`config.mk`:
```
export PLATFORM = sky130hd
export DESIGN_NAME = debounce_multi
export DESIGN_NICKNAME = d
export VERILOG_FILES = /design/src/rtl/debounce_multi.sv
export SDC_FILE = /design/constraint.sdc
export NUM_CORES = 1
export LEC_CHECK = 0
export ABC_CLOCK_PERIOD_IN_PS = 3160
export BUFFER_PORTS_ARGS = -buffer_cell sky130_fd_sc_hd__clkbuf_2
export CAP_MARGIN = 10
export CORE_ASPECT_RATIO = 1.75
export CORE_MARGIN = 5
export CORE_UTILIZATION = 45
export CTS_BUF_LIST = sky130_fd_sc_hd__clkbuf_4 sky130_fd_sc_hd__clkbuf_8 sky130_fd_sc_hd__clkbuf_16
export DETAILED_ROUTE_END_ITERATION = 16
export MAX_ROUTING_LAYER = met4
export PLACE_DENSITY = 0.66
export SLEW_MARGIN = 10
export SYNTH_ARGS = -nofsm -noshare
export SYNTH_HDL_FRONTEND = slang
export SYNTH_SLANG_ARGS = --single-unit
```
`constraint.sdc`:
```
create_clock -name i_clk -period 3.16 [get_ports i_clk]
set_input_delay 0.316 -clock i_clk [delete_from_list [all_inputs] [get_ports i_clk]]
set_output_delay 0.316 -clock i_clk [all_outputs]
set_load 0.03 [all_outputs]
```
`src/rtl/debounce_multi.sv`:
```
// Multi-channel input debouncer: per-channel 2-FF synchroniser and stability counter,
// one shared prescaler tick, runtime threshold. Optional glitch counters: DEBOUNCE_GLITCH_CNT_EN.

module debounce_lane #(
    parameter int   COUNTER_SZ  = 8,
    parameter logic RESET_LEVEL = 1'b0
) (
    input  logic                  i_clk,
    input  logic                  i_rst_n,
    input  logic                  i_in,
    input  logic                  i_tick,
    input  logic [COUNTER_SZ-1:0] i_thr_eff,
    input  logic                  i_glitch_clr,
    output logic                  o_out,
    output logic                  o_up,
    output logic                  o_down,
    output logic                  o_accept,
    output logic [7:0]            o_glitch
);

    logic                  r_sync0, r_sync1;
    logic                  r_out, r_up, r_down, r_pend;
    logic [COUNTER_SZ-1:0] r_cnt;
    logic                  w_mis, w_acc;
    logic [COUNTER_SZ:0]   w_cnt_inc;

    assign w_mis     = (r_sync1 != r_out);
    assign w_cnt_inc = {1'b0, r_cnt} + (COUNTER_SZ+1)'(1);
    // Extra MSB keeps cnt+1 from wrapping before the compare.
    assign w_acc     = w_mis && i_tick && (w_cnt_inc >= {1'b0, i_thr_eff});

    always_ff @(posedge i_clk) begin
        if (!i_rst_n) begin
            r_sync0 <= RESET_LEVEL;
            r_sync1 <= RESET_LEVEL;
            r_out   <= RESET_LEVEL;
            r_up    <= 1'b0;
            r_down  <= 1'b0;
            r_pend  <= 1'b0;
            r_cnt   <= '0;
        end else begin
            r_sync0 <= i_in;
            r_sync1 <= r_sync0;
            r_up    <= w_acc && r_sync1;
            r_down  <= w_acc && !r_sync1;
            if (!w_mis) begin
                r_cnt  <= '0;
                r_pend <= 1'b0;
            end else if (w_acc) begin
                r_out  <= r_sync1;
                r_cnt  <= '0;
                r_pend <= 1'b0;
            end else if (i_tick) begin
                if (r_cnt != '1)
                    r_cnt <= w_cnt_inc[COUNTER_SZ-1:0];
                r_pend <= 1'b1;
            end else begin
                r_pend <= 1'b1;
            end
        end
    end

    assign o_out    = r_out;
    assign o_up     = r_up;
    assign o_down   = r_down;
    assign o_accept = w_acc;

`ifdef DEBOUNCE_GLITCH_CNT_EN
    logic [7:0] r_glitch;
    logic       w_glitch;

    // A pending mismatch that vanished without acceptance was a rejected glitch.
    assign w_glitch = r_pend && !w_mis;

    always_ff @(posedge i_clk) begin
        if (!i_rst_n)
            r_glitch <= '0;
        else if (i_glitch_clr)
            r_glitch <= '0;
        else if (w_glitch && (r_glitch != 8'hFF))
            r_glitch <= r_glitch + 8'd1;
    end

    assign o_glitch = r_glitch;
`else
    logic w_unused;
    assign w_unused = ^{i_glitch_clr, r_pend};
    assign o_glitch = '0;
`endif

endmodule

module debounce_multi #(
    parameter int   CHANNELS    = 4,
    parameter int   COUNTER_SZ  = 8,
    parameter int   PRESCALE    = 54,
    parameter logic RESET_LEVEL = 1'b0
) (
    input  logic                  i_clk,
    input  logic                  i_rst_n,
    input  logic [CHANNELS-1:0]   i_signal_in,
    input  logic [COUNTER_SZ-1:0] i_threshold,
    input  logic                  i_glitch_clr,
    output logic [CHANNELS-1:0]   o_signal_out,
    output logic [CHANNELS-1:0]   o_signal_up,
    output logic [CHANNELS-1:0]   o_signal_down,
    output logic [CHANNELS-1:0]   o_signal_change,
    output logic                  o_any_change,
    output logic [CHANNELS*8-1:0] o_glitch_cnt
);

    localparam int            PW   = (PRESCALE > 1) ? $clog2(PRESCALE) : 1;
    localparam logic [PW-1:0] PMAX = PW'(PRESCALE - 1);

    logic [PW-1:0]              r_pcnt;
    logic                       w_tick;
    logic [COUNTER_SZ-1:0]      w_thr_eff;
    logic [CHANNELS-1:0]        w_acc;
    logic [CHANNELS-1:0][7:0]   w_glitch;
    logic                       r_any;

    // Free-running time base; with PRESCALE=1 the counter sits at 0 and tick stays high.
    assign w_tick = (r_pcnt == PMAX);

    always_ff @(posedge i_clk) begin
        if (!i_rst_n)
            r_pcnt <= '0;
        else if (w_tick)
            r_pcnt <= '0;
        else
            r_pcnt <= r_pcnt + PW'(1);
    end

    assign w_thr_eff = (i_threshold == '0) ? COUNTER_SZ'(1) : i_threshold;

    for (genvar g = 0; g < CHANNELS; g++) begin : g_lane
        debounce_lane #(
            .COUNTER_SZ  (COUNTER_SZ),
            .RESET_LEVEL (RESET_LEVEL)
        ) u_lane (
            .i_clk        (i_clk),
            .i_rst_n      (i_rst_n),
            .i_in         (i_signal_in[g]),
            .i_tick       (w_tick),
            .i_thr_eff    (w_thr_eff),
            .i_glitch_clr (i_glitch_clr),
            .o_out        (o_signal_out[g]),
            .o_up         (o_signal_up[g]),
            .o_down       (o_signal_down[g]),
            .o_accept     (w_acc[g]),
            .o_glitch     (w_glitch[g])
        );
    end

    always_ff @(posedge i_clk) begin
        if (!i_rst_n)
            r_any <= 1'b0;
        else
            r_any <= |w_acc;
    end

    assign o_signal_change = o_signal_up | o_signal_down;
    assign o_any_change    = r_any;
    assign o_glitch_cnt    = w_glitch;

endmodule

```
==> results.md <==
* Result of the run: finished, final reports clean
* DIE HEIGHT at around 130 um
* Largest area contributor in the netlist: dfxtp_1
* Final Cycle Share at 0.9007
* Synth async-reset ratio at 0
* Max_cap viols at 0
* Category of the worst setup path capture point: flip-flop
* Top post-synthesis cells by area: dfxtp_1 32%, ha_1 13%, buf_4 8.8%
* Remaining DRCs at 0
* Hold WC Path Type: primary input to flip-flop
* Most instantiated flip-flop cell in the synthesis netlist: dfxtp_1
* Worst Clk Skew at 6.289 ps
* Register area share after synthesis at 0.3154
* Number of detailed-routing iterations run before antenna repair at 4
* Min Hold Slack at around 200 ps
* CTS Sinks at between 50 and 60
* Number of warnings issued by yosys at 0
* Power per cell area at around 490 nW/um2
* Overflow after GRT at 0
* Internal Power at 1.576 mW
* Cell count after synthesis at about 430
* First-pass GRT wire length at 11850 um
* Cell Rows at 44
* Clock root cell: clkbuf_16
* Register bit total from synthesis at between 50 and 60
* Min Tclk post-route at about 2800 ps
* Count of endpoints failing setup in the final report at 0
* CTS clock-pin slew for the worst setup and hold paths at approximately 50 ps
* I/O pin cnt at 64
* Area of combinational cells with multiple inputs at 2257 um2
* Cell Count, Final, Fillers Out at 551
* Buffer and inverter count on the worst path at 0
* Net count reported at finish at 507
* Clock insertion delay at the later pin of the skew report at between 300 and 400 ps
* RD Place Congestion at a little over 0.8
* CTS hold repair buffers at 0
* Startpoint type of the worst setup path: flip-flop
* Detailed placer's ending HPWL at between 5000 and 6000 um
* Detailed-route vias per instance at just over 5
* Die footprint at roughly 10000 um2
* Vias post-DR at between 2000 and 3000
* Clk network pwr share at 0.563
* Antenna diode count at 0
* Count of different cell masters after synthesis at 40
* Remaining antenna violation count at 0
* Number of DRC markers after the initial detailed-route iteration at 97
* Net switching component of the power at approximately 430 uW
* Max Clk Rate at about 0.35 GHz
* Setup repair after global routing missed its margin: no
* Proportion of power drawn by flip-flops and latches at 0.379
* Fraction of final layout cells with drive strength greater than 1 at 0.1460
* CTS tree: yes
* Ordered list of cells on the worst path: ha_1 > nand3_4 > nor2_1 > xor2_1 > ha_1 > a21oi_1 > o21ai_0 > a221oi_1 > o211ai_1 > a21oi_1
* Relative slew slack at 0.4869
* Worst Hold Path Cells at 2
* Post-Route WL at ~7000 um
* Num CTS Buffers at 9
* Number of flops mapped to enable cells by yosys at 0
* Worst voltage drop across the vdd grid at approximately 0.45 mV
* Top delay family on crit path: compound AO/OA/AOI/OAI gates
* Post-Synthesis Mean Instance Area at 8.689 um2
* Longest Clk Path Bufs at 2
* Area Overhead vs Synth at 9.957%
* Transition time at the pin with the least slew margin at 766.3 ps
* Reg-to-Reg Start: g_lane[2].u_lane.r_cnt[0]$_SDFFE_PP0P_
* Leading cell type in the layout, fill and taps excluded: dfxtp_1
* Slew Limit Fails at 0
* Vias in the first global route at 2705
* Effective utilization at floorplan at 0.4565
* Die Wd at 78.96 um
* Fillers at around 760
* Detail-routed net length per standard cell at around 13 um
* Number of port buffers at 30
* Placed cells at between 500 and 600
* Hold violation total from the final report at 0
* Core area at roughly 8200 um2
* Critical setup path kind: flip-flop to flip-flop
* Lkg Pwr at between 1.5 and 2 nW
* Worst Path Arrival at a little over 3000 ps
* Tot Pwr at between 2 and 2.5 mW
* Worst-path fanout max at 8
* WP data required at between 3000 and 4000 ps
* Final TNS setup at 0 ps
* Net switching fraction of the power at 0.2128
* Register-to-register setup slack at roughly 310 ps
* Worst R2R Path Depth at 10
* Endpoint of the worst hold-timing path: g_lane[3].u_lane.r_sync0$_SDFF_PN0_
* Slowest-stage cell, CP: dfxtp_1
* Initial antenna violation count at 0
* Fraction of post-synthesis cell area in the top cell type by area at 0.3154
* Worst hold start: i_signal_in[3]
* Comb power frac at 0.058
* Highest-count cells in the layout ignoring fill and taps: 59 x dfxtp_1, 51 x nor2_1, 38 x ha_1
* Critical path's largest stage delay at slightly above 400 ps
* Count of H-tree levels built during CTS at 3
* Total GRT Usage at 0.1513
* Crit Reg-Reg Endpoint: g_lane[2].u_lane.r_cnt[4]$_SDFFE_PP0P_
* Flip-flop and latch area at between 1000 and 1500 um2
* Largest net degree at the start of global routing at 27
* Netlist area before placement at ~3700 um2
[layout make-up]
class                      instances  area share
tap                               92     0.02795
sequential                        59      0.2868
inverter                          12     0.01094
multi-input combinational        339      0.5482
clock inverter                     5     0.02431
timing repair buffer              33     0.04193
clock buffer                      11     0.05986
[synth_stat cells (4+ instances only)]
master    instances
dfxtp_1          59
nor2_1           51
buf_4            44
ha_1             38
nand2_1          35
xnor2_1          24
xor2_1           23
a21oi_1          22
o21ai_0          17
inv_1            12
nand3_1          11
nor2b_1           9
or3_1             9
and2_1            8
mux2i_1           7
and3_1            6
clkbuf_1          6
or2_2             6
nand4_1           5
a22oi_1           4
nor3_1            4
[timing repair]
item | in CTS | in global routing
resized for setup | 0 | 1
setup buffers | 0 | 1
endpoints found under the hold margin | 0 | 0
setup endpoints to repair | 0 | 9
[cell families after synthesis]
group,share of synthesized area
AND/OR/NAND/NOR,0.2098
buffers and inverters,0.1146
AO/OA/AOI/OAI,0.1036
flip-flops,0.3154
XOR/XNOR,0.1099
adder cells (fa/ha/maj),0.1270
multiplexers,0.01871
other,0.001001
[worst max path at each step]
| stage | startpoint | to | slack [ps] | depth (start not counted) |
|---|---|---|---|---|
| final | g_lane[2].u_lane.r_cnt[0]$_SDFFE_PP0P_ | g_lane[2].u_lane.r_cnt[4]$_SDFFE_PP0P_ | 310 | 10 |
| after global routing | g_lane[2].u_lane.r_cnt[0]$_SDFFE_PP0P_ | g_lane[2].u_lane.r_cnt[4]$_SDFFE_PP0P_ | 20 | 10 |
| after CTS | g_lane[3].u_lane.r_cnt[0]$_SDFFE_PP0P_ | o_any_change$_SDFF_PN0_ | 210 | 10 |
| after detailed placement | g_lane[3].u_lane.r_cnt[0]$_SDFFE_PP0P_ | o_any_change$_SDFF_PN0_ | 220 | 10 |
| after global placement | g_lane[3].u_lane.r_cnt[0]$_SDFFE_PP0P_ | o_any_change$_SDFF_PN0_ | 300 | 10 |
| after floorplan | g_lane[3].u_lane.r_cnt[0]$_SDFFE_PP0P_ | o_any_change$_SDFF_PN0_ | 630 | 10 |
[power groups by stage]
stage               Sequential [mW]  Combinational (mW)  Clock (mW)
floorplan                     0.773               0.123           0
global placement              0.774               0.111           0
detailed placement            0.774               0.114           0
CTS                           0.758               0.114        1.16
global route                  0.759               0.127        1.19
finish                        0.759               0.116        1.13
[metrics by stage]
| stage | setup WS [ps] | utilization | area (um2) |
|---|---|---|---|
| floorplan | 629.8 | - | 3861 |
| global placement | 304.4 | 0.4581 | 3757 |
| detailed placement | 219.5 | 0.4581 | 3757 |
| CTS | 208.6 | 0.5003 | 4104 |
| global route | 16.57 | 0.5020 | 4118 |
| finish | 313.8 | 0.5020 | 4118 |
[routing by layer]
| metal | track usage | wire length [um] | part of all wire |
|---|---|---|---|
| met1 | 0.1577 | 3001 | 0.42 |
| met5 | - | 0 | 0 |
| met3 | 0.04047 | 353 | 0.049 |
| met2 | 0.2602 | 3580 | 0.50 |
| met4 | 0.07794 | 211 | 0.030 |
[flip-flops by register name, indices dropped and copies added, names as in the netlist]
register,count
g_lane.u_lane.o_out,4
g_lane.u_lane.o_down,4
g_lane.u_lane.r_sync0,4
g_lane.u_lane.o_up,4
r_pcnt,6
o_any_change,1
g_lane.u_lane.r_cnt,32
g_lane.u_lane.r_sync1,4
(Power assumes the default switching activity.)
